`src/rtl/spi_reg_ctrl.sv`:
```
// SPI register slave: command byte then data bytes into 8 control regs, 8 status bytes, ID byte.
// Latency: 1 sys_clk from rx_valid to register/tx_data update; no backpressure, every rx_valid byte is consumed.
module spi_reg_ctrl #(
    parameter logic [7:0] DEV_ID   = 8'hA5,
    parameter bit         AUTO_INC = 1'b1
) (
    input  logic        sys_clk,
    input  logic        sys_rst,
    input  logic        cs,
    input  logic        rx_valid,
    input  logic [7:0]  rx_data,
    output logic [7:0]  tx_data,
    input  logic [63:0] status_in,
    output logic [63:0] reg_out,
    output logic        wr_strobe,
    output logic [2:0]  wr_addr,
    output logic [7:0]  err_cnt
);

    typedef enum logic [1:0] {IDLE, CMD, WDATA, RDATA} state_t;

    state_t      state, state_n;
    logic        cs_q1, cs_s;
    logic [1:0]  sync_ok;
    logic        armed;
    logic [6:0]  addr, addr_n, addr_nxt, rd_addr;
    logic [7:0]  tx_n, rd_dat;
    logic        tx_err, tx_err_n, rd_err;
    logic [63:0] reg_n;
    logic        stb_n, err_inc;
    logic [2:0]  wa_n;

    // armed only once a genuine (post-reset) cs_s high has been seen, so a frame in progress is skipped
    always_ff @(posedge sys_clk or posedge sys_rst) begin
        if (sys_rst) begin
            cs_q1   <= 1'b1;
            cs_s    <= 1'b1;
            sync_ok <= 2'b00;
            armed   <= 1'b0;
        end else begin
            cs_q1   <= cs;
            cs_s    <= cs_q1;
            sync_ok <= {sync_ok[0], 1'b1};
            if (cs_s && sync_ok[1])
                armed <= 1'b1;
        end
    end

    assign rd_addr  = (state == CMD) ? rx_data[6:0] : addr;
    assign addr_nxt = AUTO_INC ? rd_addr + 7'd1 : rd_addr;

    always_comb begin
        rd_dat = 8'h00;
        rd_err = 1'b0;
        if (rd_addr[6:3] == 4'h0)
            rd_dat = reg_out[{rd_addr[2:0], 3'b000} +: 8];
        else if (rd_addr[6:3] == 4'h1)
            rd_dat = status_in[{rd_addr[2:0], 3'b000} +: 8];
        else if (rd_addr == 7'h7F)
            rd_dat = DEV_ID;
        else
            rd_err = 1'b1;
    end

    // read errors are charged when the byte is actually clocked out, so a trailing prefetch is free
    always_comb begin
        state_n  = state;
        addr_n   = addr;
        tx_n     = tx_data;
        tx_err_n = tx_err;
        reg_n    = reg_out;
        stb_n    = 1'b0;
        wa_n     = wr_addr;
        err_inc  = 1'b0;
        case (state)
            IDLE: begin
                if (!cs_s && armed)
                    state_n = CMD;
            end
            CMD: begin
                if (rx_valid) begin
                    addr_n = rx_data[6:0];
                    if (rx_data[7]) begin
                        tx_n     = rd_dat;
                        tx_err_n = rd_err;
                        addr_n   = addr_nxt;
                        state_n  = RDATA;
                    end else begin
                        state_n = WDATA;
                    end
                end
            end
            WDATA: begin
                if (rx_valid) begin
                    if (addr[6:3] == 4'h0) begin
                        reg_n[{addr[2:0], 3'b000} +: 8] = rx_data;
                        stb_n = 1'b1;
                        wa_n  = addr[2:0];
                    end else begin
                        err_inc = 1'b1;
                    end
                    addr_n = addr_nxt;
                end
            end
            RDATA: begin
                if (rx_valid) begin
                    err_inc  = tx_err;
                    tx_n     = rd_dat;
                    tx_err_n = rd_err;
                    addr_n   = addr_nxt;
                end
            end
            default: state_n = IDLE;
        endcase
        if (cs_s)
            state_n = IDLE;
        if (state_n != RDATA) begin
            tx_n     = 8'h00;
            tx_err_n = 1'b0;
        end
    end

    always_ff @(posedge sys_clk or posedge sys_rst) begin
        if (sys_rst) begin
            state     <= IDLE;
            addr      <= 7'h00;
            tx_data   <= 8'h00;
            tx_err    <= 1'b0;
            reg_out   <= 64'h0;
            wr_strobe <= 1'b0;
            wr_addr   <= 3'd0;
            err_cnt   <= 8'h00;
        end else begin
            state     <= state_n;
            addr      <= addr_n;
            tx_data   <= tx_n;
            tx_err    <= tx_err_n;
            reg_out   <= reg_n;
            wr_strobe <= stb_n;
            wr_addr   <= wa_n;
            if (err_inc && (err_cnt != 8'hFF))
                err_cnt <= err_cnt + 8'd1;
        end
    end

endmodule
```
`config.mk`:
```
export PLATFORM = sky130hd
export DESIGN_NAME = spi_reg_ctrl
export DESIGN_NICKNAME = d
export VERILOG_FILES = /design/src/rtl/spi_reg_ctrl.sv
export SDC_FILE = /design/constraint.sdc
export NUM_CORES = 1
export LEC_CHECK = 0
export BUFFER_PORTS_ARGS = -buffer_cell sky130_fd_sc_hd__buf_2
export CAP_MARGIN = 20
export CORE_ASPECT_RATIO = 0.6
export CORE_MARGIN = 4
export CORE_UTILIZATION = 50
export DETAILED_ROUTE_END_ITERATION = 12
export GPL_TIMING_DRIVEN = 0
export MAX_ROUTING_LAYER = met4
export PLACE_DENSITY = 0.82
export SYNTH_ARGS = -nofsm -noshare
export SYNTH_HDL_FRONTEND = slang
export SYNTH_SLANG_ARGS = --single-unit
```
`constraint.sdc`:
```
create_clock -name sys_clk -period 3.8 [get_ports sys_clk]
set_input_delay 0.19 -clock sys_clk [delete_from_list [all_inputs] [get_ports sys_clk]]
set_output_delay 0.19 -clock sys_clk [all_outputs]
set_load 0.02 [all_outputs]
```
==> impl_metrics.ini, run 1 <==
[grt]
grt_pass1_vias = 5132
grt_max_degree = 60
grt_use_total_pct = 29.3
grt_first_pass_wirelength_um = 28400
antenna_found_initial = 0
overflow = 0

[place]
routabilityCongestion = 0.990
portBuffers = 157
dp_hpwl_um = 14500
placed_area_sq_um = 6600
dp_cells = 834

[die]
core_sq_um = 10800
io-pin-count = 160
die_y_um = 90.1
dieArea_sq_um = 13000
start_util_pct = 52.1
die_x_um = 145
rows = 29

[final_layout]
antenna_cells = 0
final_cell_mix = 167 x buf_2, 112 x nand2_1, 97 x dfrtp_1
post-route-util_pct = 64.3
final_area_sq_um = 6930
layout_commonest_cell = buf_2
fillers = 865
fin_cells = 853
synthToLayoutAreaGrowth_pct = 23.4
drive_above_1_share_pct = 35.6
nNetsFinal = 789

[timing]
max-slew-margin-rel_pct = 28.6
setup_viol = 0
worst_pin_slew_ns = 1.06
min_period_ns = 2.93
fin_skew_ns = 0.0115
fmax_mhz = 341
finalSetupTns_ns = 0
hold_viol = 0
slew_viol_final = 0
rsz0062_at_grt = false
period_share_pct = 77.2

[cts]
cts_made_buffers = 9
cts_setup_buffers = 0
htreeDepth = 3
postCtsHoldBufs = 2
worstSkewPairLatency_ns = 0.35
clk_pin_slew_worst_paths_ns = 0.07
cts_resized = 0
clkSinkCount = 99
tritoncts = done
cts.path.max_buffers = 2
cts-root-buf = clkbuf_16

[synthesis]
ys_async_sr_fraction_pct = 100
syn_nets = 617
synth_compound_area_share_pct = 11.2
yosys-mux-area-fraction_pct = 20.2
yosys.area_share.simple_pct = 17.7
synth.distinct_cells = 63
synth-main-ff-cell = dfrtp_1
synth-edff-count = 0
syn_avg_cell_area_sq_um = 10.5
yosys.area.top_type_share_pct = 43.2
synth-xor-area-share_pct = 1.09
synth_area_leaders = dfrtp_1 43%, nand2_1 7.5%, mux2_1 4.8%
synth_fa_ha_area_share_pct = 0.891
synth_top_family_by_area = multiplexers
yosysSeqAreaShare_pct = 44.2
synth-seq-cells = 99
yosys_warnings = 0
yosys.area.top_type = dfrtp_1
netlist_instances = 537
synth_area_sq_um = 5610

[routing]
drc_errors = 0
dr_total_vias = 5191
routed_wirelength_um = 18900
drtIter0Drc = 507
final_antenna_net_count = 0
avgRoutedWirePerCell_um = 22.1
vias_per_cell = 6.09
dr.pass1.iters = 5

[power]
pwr-share-clk_pct = 26.4
p_seq_share_pct = 35.1
swShare_pct = 38.6
p_int_w = 0.00217
p_leak_nw = 3.61
powerDensity_nw_per_um2 = 510
power.switching_w = 0.00136
p_comb_share_pct = 38.5
vdd_drop_max_mv = 0.276
power_w = 0.00353

[status]
status = complete, no violations

[job]
maxCapViolCount = 0

[critical_path]
slowest_delay_ns = 0.37
crit_family = buffers and inverters
start_kind = flip-flop
path_class = reg2reg
crit_chain = nor2b_1, buf_2, mux2i_1, inv_2, buf_6, buf_4, ha_1, nand4_1, a21oi_1, o21ai_1, o211ai_1
slowest_stage = dfrtp_1
required_ns = 4.06
cp_max_fo = 10
worst-path-buf-inv = 4
end_kind = flip-flop
arrival_ns = 3.19

[worst_hold_path]
hp-class = in2reg
==> power by group through the flow <==
stage                     sequential, W  clock, W  combinational, W
after floorplan                 0.00130         0          0.000876
after global placement          0.00125         0           0.00129
after detailed placement        0.00125         0           0.00133
after CTS                       0.00124  0.000942           0.00134
after global routing            0.00125  0.000992           0.00146
final                           0.00124  0.000933           0.00136
==> path summary, 6_finish.rpt <==
check	startpoint	to	slack (ns)	cells after the start
worst max-delay path	state[0]	tx_data[7]	0.87	11
worst min-delay path	rx_valid	tx_err	0.17	3
worst max register to register	state[0]	tx_data[7]	0.87	11
worst min register to register	sync_ok[0]	sync_ok[1]	0.34	0
max in group asynchronous	sys_rst	reg_out[51]	2.67	4
min in group asynchronous	sys_rst	reg_out[39]	0.44	3
==> logic make-up (layout without fill, tap and decap cells) <==
logic type,after synthesis,after routing
compound gates,92,92
xor+xnor,7,7
fa+ha+maj,4,4
buf+inv,43,220
flops,99,99
mux,87,87
other cells,1,1
simple gates,204,204
==> metal layers <==
metal | vias to the layer above | track usage (%) | wire length (um)
li1 | 2275 | - | -
met3 | 41 | 8.75 | 2240
met1 | 2536 | 40.6 | 7930
met4 | 0 | 7.69 | 354
met5 | - | - | 0
met2 | 339 | 42.3 | 8340
==> worst register-to-register path, cell delays in order, from the launching register on <==
cell	delay, ns
dfrtp_1	0.37
nor2b_1	0.13
buf_2	0.26
mux2i_1	0.15
inv_2	0.17
buf_6	0.19
buf_4	0.23
ha_1	0.37
nand4_1	0.26
a21oi_1	0.30
o21ai_1	0.20
o211ai_1	0.23
==> cell usage after synthesis, types with 3 or more instances <==
| cell type | instances |
|---|---|
| a221oi_1 | 3 |
| a21o_1 | 3 |
| nand2_1 | 112 |
| buf_2 | 9 |
| nand4_1 | 6 |
| ha_1 | 4 |
| nand2b_1 | 7 |
| nand3_1 | 25 |
| nor3_1 | 3 |
| xnor2_1 | 5 |
| and3_1 | 4 |
| clkbuf_1 | 8 |
| inv_1 | 8 |
| mux2_4 | 16 |
| o211ai_1 | 10 |
| buf_4 | 8 |
| mux2_2 | 13 |
| mux4_2 | 11 |
| a32oi_1 | 12 |
| nor2_1 | 25 |
| a22oi_1 | 9 |
| a21oi_1 | 20 |
| and3b_1 | 3 |
| nor2b_1 | 3 |
| o21ai_0 | 11 |
| nor3_4 | 3 |
| o21ai_1 | 9 |
| dfrtp_1 | 97 |
| mux2i_1 | 23 |
| mux2_1 | 24 |
| clkbuf_8 | 4 |
==> through the flow <==
step                setup WS [ns]  hold slack, ns
floorplan                    1.02           0.194
global placement          -0.0357           0.298
detailed placement          0.971           0.273
CTS                         0.938           0.166
global route                0.702           0.191
finish                      0.866           0.174
==> registers in the layout (all words and copies together) (netlist names) <==
register   flops
reg_out       64
err_cnt        8
tx_data        8
addr           7
wr_addr        3
state          2
sync_ok        2
armed          1
cs_q1          1
cs_s           1
tx_err         1
wr_strobe      1
==> cell type report <==
| class | instances | area, sq um | share of cell area (%) |
|---|---|---|---|
| Buffer | 33 | 221 | 3.20 |
| Clock buffer | 12 | 246 | 3.56 |
| Clock inverter | 4 | 51.3 | 0.741 |
| Inverter | 10 | 42.5 | 0.614 |
| Multi-Input combinational cell | 395 | 2870 | 41.5 |
| Sequential cell | 99 | 2480 | 35.8 |
| Tap cell | 139 | 174 | 2.51 |
| Timing Repair Buffer | 161 | 838 | 12.1 |
No activity file was read; power rests on OpenSTA's default activity.
==> run 2, diff against run 1 <==
--- a/config.mk
+++ b/config.mk
@@ -5,6 +5,7 @@
 export SDC_FILE = /design/constraint.sdc
 export NUM_CORES = 1
 export LEC_CHECK = 0
+export ABC_AREA = 1
 export BUFFER_PORTS_ARGS = -buffer_cell sky130_fd_sc_hd__buf_2
 export CAP_MARGIN = 20
 export CORE_ASPECT_RATIO = 0.6
==> constraint.sdc (replaced) <==
create_clock -name sys_clk -period 2.9 [get_ports sys_clk]
set_input_delay 0.145 -clock sys_clk [delete_from_list [all_inputs] [get_ports sys_clk]]
set_output_delay 0.145 -clock sys_clk [all_outputs]
set_load 0.02 [all_outputs]
==> run 2 against run 1 <==
  * Utilization grew 0.75 points
  * Total power grew 46%
  * Non-clock buffer count grew 1
  * Via count grew 25%
  * Fmax grew 11%
  * Combinational power grew 62%
  * Hold slack lost 0.057 ns
  * First-iteration DRC count grew 43%
  * Critical path depth shrank 4
  * Clock skew shrank 0.0043 ns
  * Clock-buffer cell count shrank 1
  * Design area grew 1.8%
  * Critical path type unchanged
==> impl_metrics.ini, run 2 <==
[critical_path]
reg2regPathDepth = 7
reg2reg_to = reg_out[3]
arrival_ns = 2.89
cp_max_fo = 10
r2r_slack_ns = 0.25
start_kind = flip-flop
end_kind = flip-flop
path_class = reg2reg
worstReg2RegStart = addr[0]
required_ns = 3.14

[job]
maxCapViolCount = 0

[grt]
grt_max_degree = 53
grt_first_pass_wirelength_um = 33100
antenna_found_initial = 0
overflow = 0
grt_pass1_vias = 6034
grt_use_total_pct = 32.9

[die]
io-pin-count = 160
die_x_um = 146
die_y_um = 90.9
rows = 29
start_util_pct = 52.7
core_sq_um = 10800
dieArea_sq_um = 13300

[routing]
dr_total_vias = 6513
drc_errors = 0
final_antenna_net_count = 0
m1WireLength_um = 9050
drtIter0Drc = 725
top_layer = met4
wl_met3_um = 3320
routed_wirelength_um = 21400
wl_met2_um = 8700
vias_per_cell = 5.94
dr.pass1.iters = 8
avgRoutedWirePerCell_um = 19.5

[synthesis]
syn_avg_cell_area_sq_um = 7.34
yosys.area.top_type_share_pct = 42.4
yosysSeqAreaShare_pct = 43.3
synth-main-ff-cell = dfrtp_1
yosys_warnings = 0
netlist_instances = 780
synth_area_leaders = dfrtp_1 42%, nand2_1 17%, nand3_1 12%
synth.most_common_cell = nand2_1
yosys.area.top_type = dfrtp_1
ys_top_cells_by_count = 265 x nand2_1, 134 x nand3_1, 97 x dfrtp_1
synth-edff-count = 0
ys_async_sr_fraction_pct = 100
synth_area_sq_um = 5720
synth.distinct_cells = 39
syn_nets = 860
synth-seq-cells = 99

[timing]
fmax_mhz = 377
setup_slack_ns = 0.250
rsz0062_at_grt = false
worst_pin_slew_ns = 0.696
max-slew-margin-rel_pct = 53.6
slew_viol_final = 0
fin_skew_ns = 0.00723
hold_viol = 0
min_period_ns = 2.65
period_share_pct = 91.4
setup_viol = 0

[cts]
clkSinkCount = 99
cts_made_buffers = 9
htreeDepth = 3
cts.path.max_buffers = 2
tritoncts = done
cts-root-buf = clkbuf_16
worstSkewPairLatency_ns = 0.36
clk_pin_slew_worst_paths_ns = 0.07

[place]
dp_slack_ns = 0.170
dp_hpwl_um = 16500
portBuffers = 159
dp_cells = 1079
routabilityCongestion = 0.961

[final_layout]
layout_commonest_cell = nand2_1
largest_reg_flops = 64
synthToLayoutAreaGrowth_pct = 23.3
antenna_cells = 0
final_cell_mix = 265 x nand2_1, 170 x buf_2, 134 x nand3_1
drive_above_1_share_pct = 24.7
nNetsFinal = 1033
fin_cells = 1097
fillers = 964
multiInputGateArea_sq_um = 2840
seqCellArea_sq_um = 2480
top_register = reg_out
top_regs = reg_out x64, err_cnt x8, tx_data x8

[worst_hold_path]
worstHoldStart = rx_data[5]
hold_depth = 2
worstHoldEndpoint = reg_out[37]
hp-class = in2reg

[power]
p_leak_nw = 3.70
powerDensity_nw_per_um2 = 729
vdd_drop_max_mv = 0.391

[status]
status = complete, no violations
-- run 2: cell count changes after synthesis, moves of 12 or more --
cell,delta
nand2_1,+153
nand3_1,+109
o21ai_0,+65
inv_1,+43
mux2_1,-24
mux2i_1,-22
mux2_4,-16
a21oi_1,-12
a32oi_1,-12
-- run 2: through the flow --
stage	cell area [sq um]	total power (W)	hold WS [ns]	utilization [%]	setup TNS [ns]
2_1_floorplan	5720	0.00309	0.149	-	0
3_3_place_gp	6690	0.00376	0.252	61.7	-92.92
3_5_place_dp	6720	0.00381	0.251	62.0	0
4_1_cts	7050	0.00505	0.114	65.0	0
5_1_grt	7050	0.00540	0.135	65.0	0
6_report	7050	0.00514	0.117	65.0	0
-- run 2: kinds of logic after synthesis --
family                   Yosys count  share of synthesized area, %
buffers and inverters             92                          7.19
multiplexers                       8                          1.55
AO/OA/AOI/OAI                    116                          11.4
other                              1                        0.0655
adder cells (fa/ha/maj)            4                         0.875
AND/OR/NAND/NOR                  452                          34.3
flip-flops                        99                          43.3
XOR/XNOR                           8                          1.22
-- run 2: critical path, cell delays in order, from the launching register on --
cell      delay [ns]
dfrtp_1         0.45
inv_1           0.18
ha_1            0.24
ha_1            0.39
inv_1           0.13
clkbuf_1        0.35
nand3_1         0.40
mux2_2          0.39
-- run 2: worst max path at each step --
stage             from     endpoint  slack, ns  depth (start not counted)
2_1_floorplan  sys_rst      addr[0]       0.17                          1
3_3_place_gp   sys_rst  reg_out[43]      -0.96                          2
3_5_place_dp   addr[0]  reg_out[15]       0.17                          8
4_1_cts        addr[0]  reg_out[15]       0.14                          8
5_1_grt        addr[0]   reg_out[3]       0.05                          7
6_report       addr[0]   reg_out[3]       0.25                          7
-- run 2: final cells by class --
type | instances | area share [%]
multi-input combinational | 589 | 40.2
buffer | 33 | 2.70
tap | 139 | 2.47
inverter | 59 | 3.17
clock inverter | 5 | 0.887
timing repair buffer | 162 | 12.0
clock buffer | 11 | 3.44
sequential | 99 | 35.2
-- run 2: power by group --
group | total [W] | switching (W) | leakage, nW | internal [W]
combinational | 0.00220 | 0.00153 | 2.23 | 0.000663
clock | 0.00125 | 0.000557 | 0.142 | 0.000696
sequential | 0.00169 | 0.000152 | 1.32 | 0.00154
total | 0.00514 | 0.00224 | 3.70 | 0.00290
-- run 2: metal layers --
layer | vias to the layer above | GRT usage [%]
li1 | 2918 | -
met1 | 3031 | 45.9
met2 | 515 | 44.1
met3 | 49 | 14.1
met4 | 0 | 7.20
met5 | - | -
-- run 2: repair_timing --
item | CTS | global route
resized for setup | 0 | 2
setup endpoints to repair | 0 | 4
buffers inserted | 0 | 0
hold buffers | 2 | 0
hold endpoints to repair | 46 | 0
